### src/rtl/perf_pkg.sv
// rtl/perf_pkg.sv - register offsets, CTRL bit positions and state type for the perf counter unit
package perf_pkg;

  localparam logic [31:0] OFF_CTRL       = 32'h00;
  localparam logic [31:0] OFF_STATUS     = 32'h04;
  localparam logic [31:0] OFF_CYCLE_LO   = 32'h08;
  localparam logic [31:0] OFF_CYCLE_HI   = 32'h0C;
  localparam logic [31:0] OFF_INSTRET_LO = 32'h10;
  localparam logic [31:0] OFF_INSTRET_HI = 32'h14;
  localparam logic [31:0] OFF_BRANCH     = 32'h18;
  localparam logic [31:0] OFF_MISPRED    = 32'h1C;
  localparam logic [31:0] OFF_STALL      = 32'h20;
  localparam logic [31:0] OFF_FLUSH      = 32'h24;
  localparam logic [31:0] OFF_DONE       = 32'h28;
  localparam logic [31:0] WINDOW_BYTES   = 32'd44;

  localparam int CTRL_RUN_BIT   = 0;
  localparam int CTRL_CLEAR_BIT = 1;

  typedef enum logic [1:0] {
    IDLE   = 2'd0,
    RUN    = 2'd1,
    FROZEN = 2'd2
  } perf_state_t;

endpackage

### src/rtl/perf_ctr.sv
// rtl/perf_ctr.sv - single event counter with optional saturation at all-ones
module perf_ctr #(
  parameter int WIDTH    = 32,
  parameter bit SATURATE = 1'b1
) (
  input  logic             clk,
  input  logic             reset,
  input  logic             en,
  input  logic             clr,
  input  logic             inc,
  output logic [WIDTH-1:0] cnt,
  output logic             sat
);

  logic [WIDTH-1:0] cnt_q;
  logic             at_max;

  assign at_max = &cnt_q;

  always_ff @(posedge clk) begin
    if (!reset || clr) begin
      cnt_q <= '0;
    end else if (en && inc && !(SATURATE && at_max)) begin
      cnt_q <= cnt_q + WIDTH'(1);
    end
  end

  assign cnt = cnt_q;
  // Non-saturating counters wrap, so reaching all-ones is not a sticky condition for them.
  assign sat = SATURATE ? at_max : 1'b0;

endmodule

### src/rtl/perf_counter_mmio.sv
// rtl/perf_counter_mmio.sv - memory-mapped pipeline performance counters on the data bus
module perf_counter_mmio
  import perf_pkg::*;
#(
  parameter logic [31:0] BASE       = 32'h0000_4000,
  parameter bit          AUTO_START = 1'b1
) (
  input  logic        clk,
  input  logic        reset,
  input  logic [31:0] addr_i,
  input  logic [31:0] wdata_i,
  input  logic        we_i,
  input  logic        re_i,
  output logic [31:0] rdata_o,
  output logic        hit_o,
  input  logic        instret_i,
  input  logic        branch_e_i,
  input  logic        flush_d_i,
  input  logic        flush_e_i,
  input  logic        stall_f_i,
  output logic        done_o
);

  perf_state_t state, state_nxt;
  logic [31:0] off;
  logic        wr, ctrl_wr, done_wr, clr, run;
  logic [63:0] cycle_cnt, instret_cnt;
  logic [31:0] branch_cnt, mispred_cnt, stall_cnt, flush_cnt;
  logic [5:0]  sat_vec;
  logic        sat_any;
  logic [31:0] cycle_hi_snap, instret_hi_snap;
  logic [31:0] rd_mux;
  logic        unused_wdata;

  // Addresses below BASE wrap to huge offsets, so one compare covers both window edges.
  assign off     = addr_i - BASE;
  assign hit_o   = (off < WINDOW_BYTES) && (addr_i[1:0] == 2'b00);
  assign wr      = we_i && hit_o;
  assign ctrl_wr = wr && (off == OFF_CTRL);
  assign done_wr = wr && (off == OFF_DONE);
  assign clr     = ctrl_wr && wdata_i[CTRL_CLEAR_BIT];
  assign run     = (state == RUN);
  assign done_o  = (state == FROZEN);
  assign unused_wdata = ^wdata_i[31:2];

  always_ff @(posedge clk) begin
    if (!reset) begin
      state <= AUTO_START ? RUN : IDLE;
    end else begin
      state <= state_nxt;
    end
  end

  always_comb begin
    state_nxt = state;
    case (state)
      IDLE: begin
        if (done_wr) state_nxt = FROZEN;
        else if (ctrl_wr && wdata_i[CTRL_RUN_BIT]) state_nxt = RUN;
      end
      RUN: begin
        if (done_wr) state_nxt = FROZEN;
        else if (ctrl_wr && !wdata_i[CTRL_RUN_BIT]) state_nxt = IDLE;
      end
      FROZEN: begin
        if (clr) state_nxt = IDLE;
      end
      default: state_nxt = IDLE;
    endcase
  end

  perf_ctr #(.WIDTH(64), .SATURATE(1'b0)) u_cycle (
    .clk(clk), .reset(reset), .en(run), .clr(clr), .inc(1'b1),
    .cnt(cycle_cnt), .sat(sat_vec[0])
  );
  perf_ctr #(.WIDTH(64), .SATURATE(1'b0)) u_instret (
    .clk(clk), .reset(reset), .en(run), .clr(clr), .inc(instret_i),
    .cnt(instret_cnt), .sat(sat_vec[1])
  );
  perf_ctr #(.WIDTH(32), .SATURATE(1'b1)) u_branch (
    .clk(clk), .reset(reset), .en(run), .clr(clr), .inc(branch_e_i),
    .cnt(branch_cnt), .sat(sat_vec[2])
  );
  perf_ctr #(.WIDTH(32), .SATURATE(1'b1)) u_mispred (
    .clk(clk), .reset(reset), .en(run), .clr(clr), .inc(branch_e_i && flush_d_i),
    .cnt(mispred_cnt), .sat(sat_vec[3])
  );
  perf_ctr #(.WIDTH(32), .SATURATE(1'b1)) u_stall (
    .clk(clk), .reset(reset), .en(run), .clr(clr), .inc(stall_f_i),
    .cnt(stall_cnt), .sat(sat_vec[4])
  );
  perf_ctr #(.WIDTH(32), .SATURATE(1'b1)) u_flush (
    .clk(clk), .reset(reset), .en(run), .clr(clr), .inc(flush_d_i || flush_e_i),
    .cnt(flush_cnt), .sat(sat_vec[5])
  );

  assign sat_any = |sat_vec;

  // Reading a LO word freezes the matching HI word so LO-then-HI gives one coherent value.
  always_ff @(posedge clk) begin
    if (!reset || clr) begin
      cycle_hi_snap   <= '0;
      instret_hi_snap <= '0;
    end else if (re_i && hit_o) begin
      if (off == OFF_CYCLE_LO)   cycle_hi_snap   <= cycle_cnt[63:32];
      if (off == OFF_INSTRET_LO) instret_hi_snap <= instret_cnt[63:32];
    end
  end

  always_comb begin
    rd_mux = '0;
    case (off)
      OFF_CTRL:       rd_mux = {31'd0, run};
      OFF_STATUS:     rd_mux = {29'd0, sat_any, state};
      OFF_CYCLE_LO:   rd_mux = cycle_cnt[31:0];
      OFF_CYCLE_HI:   rd_mux = cycle_hi_snap;
      OFF_INSTRET_LO: rd_mux = instret_cnt[31:0];
      OFF_INSTRET_HI: rd_mux = instret_hi_snap;
      OFF_BRANCH:     rd_mux = branch_cnt;
      OFF_MISPRED:    rd_mux = mispred_cnt;
      OFF_STALL:      rd_mux = stall_cnt;
      OFF_FLUSH:      rd_mux = flush_cnt;
      default:        rd_mux = '0;
    endcase
  end

  assign rdata_o = hit_o ? rd_mux : 32'd0;

endmodule

### config.mk
export PLATFORM = sky130hd
export DESIGN_NAME = perf_counter_mmio
export DESIGN_NICKNAME = d
export VERILOG_FILES = /design/src/rtl/perf_pkg.sv /design/src/rtl/perf_ctr.sv /design/src/rtl/perf_counter_mmio.sv
export SDC_FILE = /design/constraint.sdc
export NUM_CORES = 1
export LEC_CHECK = 0
export BUFFER_PORTS_ARGS = -buffer_cell sky130_fd_sc_hd__buf_4
export CORE_MARGIN = 8
export CORE_UTILIZATION = 55
export CTS_CLUSTER_SIZE = 40
export DETAILED_ROUTE_END_ITERATION = 10
export PLACE_DENSITY_LB_ADDON = 0.1
export REMOVE_ABC_BUFFERS = 1
export SLEW_MARGIN = 20
export SYNTH_ARGS = -nofsm -noshare
export SYNTH_HDL_FRONTEND = slang
export SYNTH_SLANG_ARGS = --single-unit
### constraint.sdc
create_clock -name clk -period 2.3 [get_ports clk]
set_input_delay 0.23 -clock clk [delete_from_list [all_inputs] [get_ports clk]]
set_output_delay 0.23 -clock clk [all_outputs]
set_load 0.01 [all_outputs]
* After elaboration in Yosys (flattened, before gate mapping)
Cells that the tools add are included.
Cells by class: add/subtract/negate cells 7, multipliers 0, divide/modulo/power cells 0, magnitude comparators 1, eq/ne operators 15, shift operators 0, muxes and demuxes 8, bitwise operators 0, reduce and logical (&&, ||, !) cells 37
Operators with widths (number):
- 32-bit one-hot mux with 10 select lines | 1
- 32-bit by 1-bit adder with 32-bit output, second input constant | 4
- 64-bit by 1-bit adder with 64-bit output, second input constant | 2
- 32-bit by 5-bit == test with 1-bit output, second input constant | 4
- 32-bit AND reduction | 4
- 32-bit by 6-bit == test with 1-bit output, second input constant | 3
- 32-bit by 4-bit == test with 1-bit output, second input constant | 2
- 32-bit by 3-bit == test with 1-bit output, second input constant | 1
- 32-bit logical NOT | 1
- 32-bit by 6-bit less-than comparator with 1-bit output, second input constant | 1
- 32-bit 2-to-1 mux | 1
- 32-bit by 15-bit subtractor with 32-bit output, second input constant | 1
- 1-bit logical AND | 18
- 2-bit 2-to-1 mux | 5
- 1-bit logical NOT | 6
- 3-bit inequality test, second input constant | 2
- 2-bit one-hot mux with 3 select lines | 1
- 2-bit logical NOT | 2
- 2-bit AND reduction | 2
- 4-bit OR reduction | 1
- 3-bit AND reduction | 1
- 2-bit by 1-bit == test with 1-bit output, second input constant | 1
- 2-bit == test, second input constant | 1
- 1-bit logical OR | 2
- 2-bit by 1-bit inequality test with 1-bit output, second input constant | 1
Storage, ports and cells: register bits 322, latch bits 0, RAM bits 0, memory bits (read-only) 0, input bits 73, output and inout port bits 34, word-level logic and storage cells 77, memories 0

* Logic depth before layout (Yosys ltp)
Gate-level depths: netlist (run 1).
depth after elaboration 9, gate-level depth with buffers 9, gate-level depth less buffers 6

* Modules after synthesis
Synthesis (run 1) repeated with hierarchy kept, for this count alone.
Second synthesis, totals: cell total of the unflattened synthesis 2127, area total of the unflattened synthesis 17560.6 µm²
Modules (own cells, without submodules):
- perf_ctr (u_branch ...) | times used 4, cells an instance 207, area each 1716.6 µm², seq. area each 640.6 µm²
- perf_ctr (u_cycle ...) | times used 2, cells an instance 381, area each 3134.3 µm², seq. area each 1281.2 µm²
- perf_counter_mmio | times used 1, cells an instance 537, area each 4425.5 µm², seq. area each 1321.3 µm²

* Worst setup path after synthesis (run 1)
Ideal clock, no wire load.
path type register to output, start register u_branch.cnt_q[15], in the netlist u_branch.cnt[15], end output port rdata_o[2], arrival time 2.229 ns, data required time 2.070 ns, path slack -0.159 ns, stages on the path, launching flop included 7, path buffers 1, cell sequence dfxtp_1 nand4_1 or4_1 nor3_1 clkbuf_1 nor4_1 o2bb2ai_1
On the way: word-level cells in the longest chain between the ends 4
RTL lines:
- start, declared | RTL line perf_ctr.sv:15 | logic [WIDTH-1:0] cnt_q;
- start signal, assigned | RTL line perf_ctr.sv:24 | cnt_q <= cnt_q + WIDTH'(1);
- 32-bit AND reduction | RTL line perf_ctr.sv:18 | assign at_max = &cnt_q;
- 4-bit OR reduction | RTL line perf_counter_mmio.sv:97 | assign sat_any = |sat_vec;
- 32-bit one-hot mux with 10 select lines | RTL line perf_counter_mmio.sv:112 | case (off)
- 32-bit 2-to-1 mux | RTL line perf_counter_mmio.sv:127 | assign rdata_o = hit_o ? rd_mux : 32'd0;
- end, declared | RTL line perf_counter_mmio.sv:14 | output logic [31:0] rdata_o,
No other way between the ends.

* Worst setup path after layout (run 1)
start register u_branch.cnt_q[17], in the netlist u_branch.cnt[17], end output port rdata_o[2]
Same word-level chain as after synthesis.

==> results.cfg, run 1 <==
[run_status]
status = complete, but fails checks
violations = negative setup slack

[clock_network]
clock-sinks = 322
htree_num_levels = 2
clk_pin_slew_ns = 0.06
root_buffer = clkbuf_16
insertion_delay_ns = 0.53
cts_buffers = 36
cts_buffer_depth = 3
tritoncts = built

[logic_synthesis]
synthDominantCellAreaShare_pct = 38.3
synth_cell_types = 62
syn_area_per_cell_um2 = 8.25
synth_top_area_cell = dfxtp_1
ys_seq_elements = 322
synth-async-reset-ratio_pct = 0
ys_top_cells_by_area = dfxtp_1 38%, a21oi_1 6.1%, nand2_1 4.2%
yosysWarningCount = 0
synthCells = 2042
synth_edf_count = 0
ys.flop_type = dfxtp_1
syn_area_um2 = 16800
synth_seq_area_share_pct = 38.3

[critical_path]
critPathKind = reg -> out
arrival_ns = 2.29
rrSetupSlack_ns = 0.05
cp_top_family = simple AND/OR/NAND/NOR gates
cp-start-kind = flop
reg2reg_to = u_instret.cnt[57]
cp.required_ns = 2.07
crit_chain = nand4_1 -> or4_4 -> nor3_4 -> buf_6 -> nor4_4 -> o2bb2ai_2 -> buf_4
worstRegToRegCells = 6
path_max_fanout = 2
end_kind = output port
slowest_delay_ns = 0.57
path_buf_inv = 2
cp_slowest_cell = or4_4
r2r-start = u_instret.cnt[43]

[sta]
setup_viol = 25
hold_viol_final = 0
tightestPinTransition_ns = 0.558
drv_slew = 0
min_period_over_period_pct = 110
fmax_ghz = 0.396
fin_crit_ns = 2.52
setup_ws_ns = -0.223
rsz0062_at_grt = true
finalClockSkew_ns = 0.0151
fin_hold_ws_ns = 0.0331
relSlewSlack_pct = 62.4

[global_routing]
grt_pass1_wl_um = 93100
global_route.usage.total_pct = 31.8
grtUsageMet3_pct = 4.58
grtUsageMet2_pct = 51.9
use_met1_pct = 40.1
antenna_found_initial = 0
grt_pass1_vias = 17034
overflow = 0
grt_start_max_net_pins = 40
grt-busiest-layer = met2

[hold_path]
min_from = instret_i
hold_end = u_instret.cnt[1]
hold_depth = 3
hold_class = in -> reg

[place]
placedCellCount = 2638
dpl_cell_area_um2 = 19700
gp_congestion = 0.991
io_buffers = 76
dp_hpwl_um = 43000

[finish]
fin_cells = 2739
layout.nets = 2396
syn_to_final_growth_pct = 31.6
design_area_um2 = 22200
layout-drive-gt1-share_pct = 27.0
antenna_cells = 0

[floorplanning]
io_pins = 107
die_y_um = 191
rows = 64
dieArea_um2 = 36500
core_area_um2 = 30300
initial_core_util_pct = 55.5
chipWidth_um = 191

[detailed_routing]
vias = 18152
first_iter_violations = 1700
routed_wirelength_um = 60400
dr.pass1.iters = 5
detail-route-antenna-nets = 0
routedWlPerCell_um = 22.1
drc = 0
vias_per_cell = 6.63

[pwr]
p_per_area_nw_per_um2 = 562
p_leak_nw = 7.60
ir_drop_uv = 535

[flow_run]
drv_cap = 0
[cells in the final DEF (no fill, tap or decap), types with 30 or more instances in the layout]
cell and n:
nand4_1 97, buf_4 312, o31ai_1 83, inv_1 35, nor2_1 156, a21oi_1 196
nand2_1 174, o21ai_0 80, or4_1 81, mux2i_1 47, a221o_1 30, xor2_1 59
clkbuf_16 41, dfxtp_1 277, or3_1 80, a221oi_1 30, dfxtp_2 43, buf_6 30
nand3_1 97
[sequential cells by signal (all words and copies together), names as in the netlist]
register / flops
cycle_hi_snap: 32
instret_hi_snap: 32
u_stall.cnt: 32
u_branch.cnt: 32
u_mispred.cnt: 32
u_flush.cnt: 32
u_instret.cnt: 64
u_cycle.cnt: 64
state: 2
[worst register-to-register path, stage by stage, from the launching register on]
cell and delay, ns:
dfxtp_2 0.35, and4_4 0.24, and4_4 0.23, or4b_4 0.48, buf_6 0.18, or4_1 0.55
a21oi_2 0.16
[repair_timing]
item | 4_1_cts | 5_1_grt
buffers inserted | 22 | 18
hold buffers | 0 | 0
cloned | 4 | 3
pin swaps | 36 | 45
gates resized for setup | 152 | 78
endpoints found under the setup margin | 49 | 90
[report_power, final]
part	switching (W)	internal, W	total, W	leakage [nW]
clock network	0.00238	0.00381	0.00619	0.628
registers	0.0000210	0.00560	0.00562	2.62
logic	0.000380	0.000264	0.000644	4.35
[worst max-delay path by stage]
| stage | start | to | cells after the start |
|---|---|---|---|
| 6_report | u_branch.cnt[17] | rdata_o[2] | 7 |
| 5_1_grt | u_stall.cnt[17] | rdata_o[2] | 6 |
| 4_1_cts | u_branch.cnt[16] | rdata_o[2] | 7 |
| 3_5_place_dp | addr_i[21] | rdata_o[20] | 8 |
| 3_3_place_gp | addr_i[21] | rdata_o[20] | 8 |
| 2_1_floorplan | addr_i[3] | u_branch.cnt[12] | 5 |
[cell usage after synthesis, drive strengths merged, types with 5 or more instances]
master,number
dfxtp,322
a21oi,207
nand2,190
nor2,157
nand3,100
nand4,98
or4,92
clkbuf,91
o31ai,86
or3,82
o21ai,81
xor2,59
buf,47
mux2i,47
inv,35
and4,31
a221o,30
a221oi,30
nor4,29
and3,27
nor3,26
xnor2,23
a311oi,17
a211oi,15
mux4,14
or2,13
a22o,12
a22oi,12
and2,10
ha,6
o41ai,5
[stage by stage]
stage	TNS, ns	power (W)	util [%]	worst slack (ns)
global route	-3.04	0.0128	73.1	-0.276
floorplan	-1797.86	0.00594	-	-5.73
global placement	-3.48	0.00631	64.8	-0.195
finish	-1.92	0.0125	73.1	-0.223
detailed placement	-4.92	0.00632	64.8	-0.245
CTS	-0.642	0.0125	71.8	-0.203
[per-layer routing]
layer / part of all wire, % / vias up / wire length, um
li1: - / 8341 / -
met1: 39 / 8748 / 23900
met2: 46 / 841 / 27900
met3: 8.4 / 222 / 5050
met4: 6.0 / 0 / 3600
met5: 0 / - / 0
[area by class of cell]
cell class                      count  area [um2]
Clock inverter                     12         196
Sequential cell                   322        6510
Tap cell                          396         495
Clock buffer                       52        1070
Inverter                           35         131
Multi-Input combinational cell   1547       10400
Timing Repair Buffer              375        3350
Fill cell                        2368        8180
[kinds of logic after synthesis]
group	synth area share, %
compound gates	19.8
xor+xnor	4.26
fa+ha+maj	0.446
buf+inv	4.17
flops	38.3
mux	4.73
simple gates	28.3
Note: power is estimated with default switching activity, not from simulation.
==> inputs of run 2 (changes only) <==
CORE_UTILIZATION = 66   (was 55)
clock period = 3 ns   (was 2.3 ns; I/O delays follow)
==> results.cfg, run 2 (synthesis gave the netlist of run 1 again) <==
[place]
dpl_worst_slack_ns = 0.105
io_buffers = 76
gp_congestion = 0.998
dp_hpwl_um = 37600

[clock_network]
cts_buffer_depth = 3
root_buffer = clkbuf_16
tritoncts = built
clk_pin_slew_ns = 0.06
htree_num_levels = 2
clock-sinks = 322
hold_buffers = 0
cts_buffers = 36
insertion_delay_ns = 0.51

[finish]
nFillCells = 1853
layout.nets = 2177
layout-drive-gt1-share_pct = 12.4
antenna_cells = 0
final_cell_mix = 321 x dfxtp_1, 206 x a21oi_1, 190 x nand2_1
final_common_cell = dfxtp_1
syn_to_final_growth_pct = 14.2

[floorplanning]
die_y_um = 176
io_pins = 107
initial_core_util_pct = 67.1
chipWidth_um = 176
dieArea_um2 = 30900
core_area_um2 = 25100
rows = 58

[critical_path]
cpMostUsedCell = buf_4
cp-start-kind = input port
crit_chain = buf_4 -> nor4_1 -> nand4_1 -> or4_1 -> buf_12 -> a211oi_1 -> a221o_1 -> buf_4
critPathKind = in -> out
cp_top_family = simple AND/OR/NAND/NOR gates
rrSetupSlack_ns = 0.29
path_buf_inv = 3
cp.required_ns = 2.70
arrival_ns = 2.66
end_kind = output port
slowest_delay_ns = 0.60
cp_slowest_cell = or4_1
path_max_fanout = 29

[sta]
relSlewSlack_pct = 37.5
min_period_over_period_pct = 98.6
fin_setup_tns_ns = 0
rsz0062_at_grt = false
drv_slew = 0
fin_crit_ns = 2.96
fmax_ghz = 0.338
tightestPinTransition_ns = 0.931
setup_ws_ns = 0.0422
finalClockSkew_ns = 0.0215
setup_viol = 0
hold_viol_final = 0

[detailed_routing]
drc = 0
vias = 17236
detail-route-antenna-nets = 0
first_iter_violations = 1996
vias_per_cell = 7.04
routedWlPerCell_um = 21.9
routed_wirelength_um = 53700
dr.pass1.iters = 6

[pwr]
p_per_area_nw_per_um2 = 472
p_leak_nw = 5.95
ir_drop_uv = 444

[global_routing]
grt_pass1_vias = 15910
antenna_found_initial = 0
overflow = 0
global_route.usage.total_pct = 33.3
grt_start_max_net_pins = 65
grt_pass1_wl_um = 84500

[hold_path]
hold_class = in -> reg

[flow_run]
drv_cap = 0

[run_status]
status = completed
==> run 2: cell types whose count changed in the layout (fill, tap and decap cells not counted), sizes merged <==
cell      before  now
bufinv         5    3
buf          372  156
clkinvlp       0    1
clkbuf        55   52
clkinv         7    2
inv           35   36
==> run 2: worst paths after layout <==
kind | start | to | depth (start not counted)
max | addr_i[30] | rdata_o[15] | 8
min | instret_i | u_instret.cnt[1] | 3
max reg2reg | u_instret.cnt[32] | u_instret.cnt[61] | 5
min reg2reg | instret_hi_snap[27] | instret_hi_snap[27] | 2
==> run 2: through the flow <==
step / instances / area (um2) / util [%] / hold WS, ns / total power, W
detailed placement: 2383 / 18000 / 71.8 / 0.446 / 0.00477
floorplan: 1904 / 16300 / - / 0.429 / 0.00456
global route: 2449 / 19200 / 76.6 / 0.112 / 0.00927
global placement: 2383 / 18000 / 71.8 / 0.445 / 0.00476
finish: 2449 / 19200 / 76.6 / 0.0935 / 0.00907
CTS: 2442 / 19200 / 76.4 / 0.0944 / 0.00906
==> run 2: final cells by class <==
type / instances / area, um2 / share of cell area [%]
clock inverters: 7 / 116 / 0.605
multi-input cells: 1547 / 9800 / 50.9
clock buffers: 52 / 1030 / 5.36
well taps: 330 / 413 / 2.15
repair buffers: 156 / 1310 / 6.80
inverters: 35 / 131 / 0.683
flip-flops and latches: 322 / 6450 / 33.5
==> run 2: layer usage <==
layer	track usage, %	vias up	routed length [um]
li1	-	7875	-
met1	42.2	8231	20600
met2	54.5	947	25300
met3	5.82	183	5190
met4	15.4	0	2620
met5	0	-	0
==> run 2: report_power, final <==
part           leakage, nW  internal [W]  switching, W
Sequential            2.60       0.00429     0.0000242
Combinational         2.79      0.000134      0.000228
Clock                0.559       0.00264       0.00176
==> run 2: worst reg2reg max path, stage by stage (launching register included) <==
cell     delay [ns]
dfxtp_1        0.45
and4_1         0.34
and4_1         0.27
or4b_1         0.80
or4_1          0.62
a21oi_1        0.17
==> run 2: timing repair <==
| action | 4_1_cts | 5_1_grt |
|---|---|---|
| buffers inserted | 0 | 7 |
| gates cloned | 0 | 0 |
| pin swaps | 0 | 3 |
| endpoints found under the setup margin | 1 | 1 |
| resized for setup | 3 | 3 |
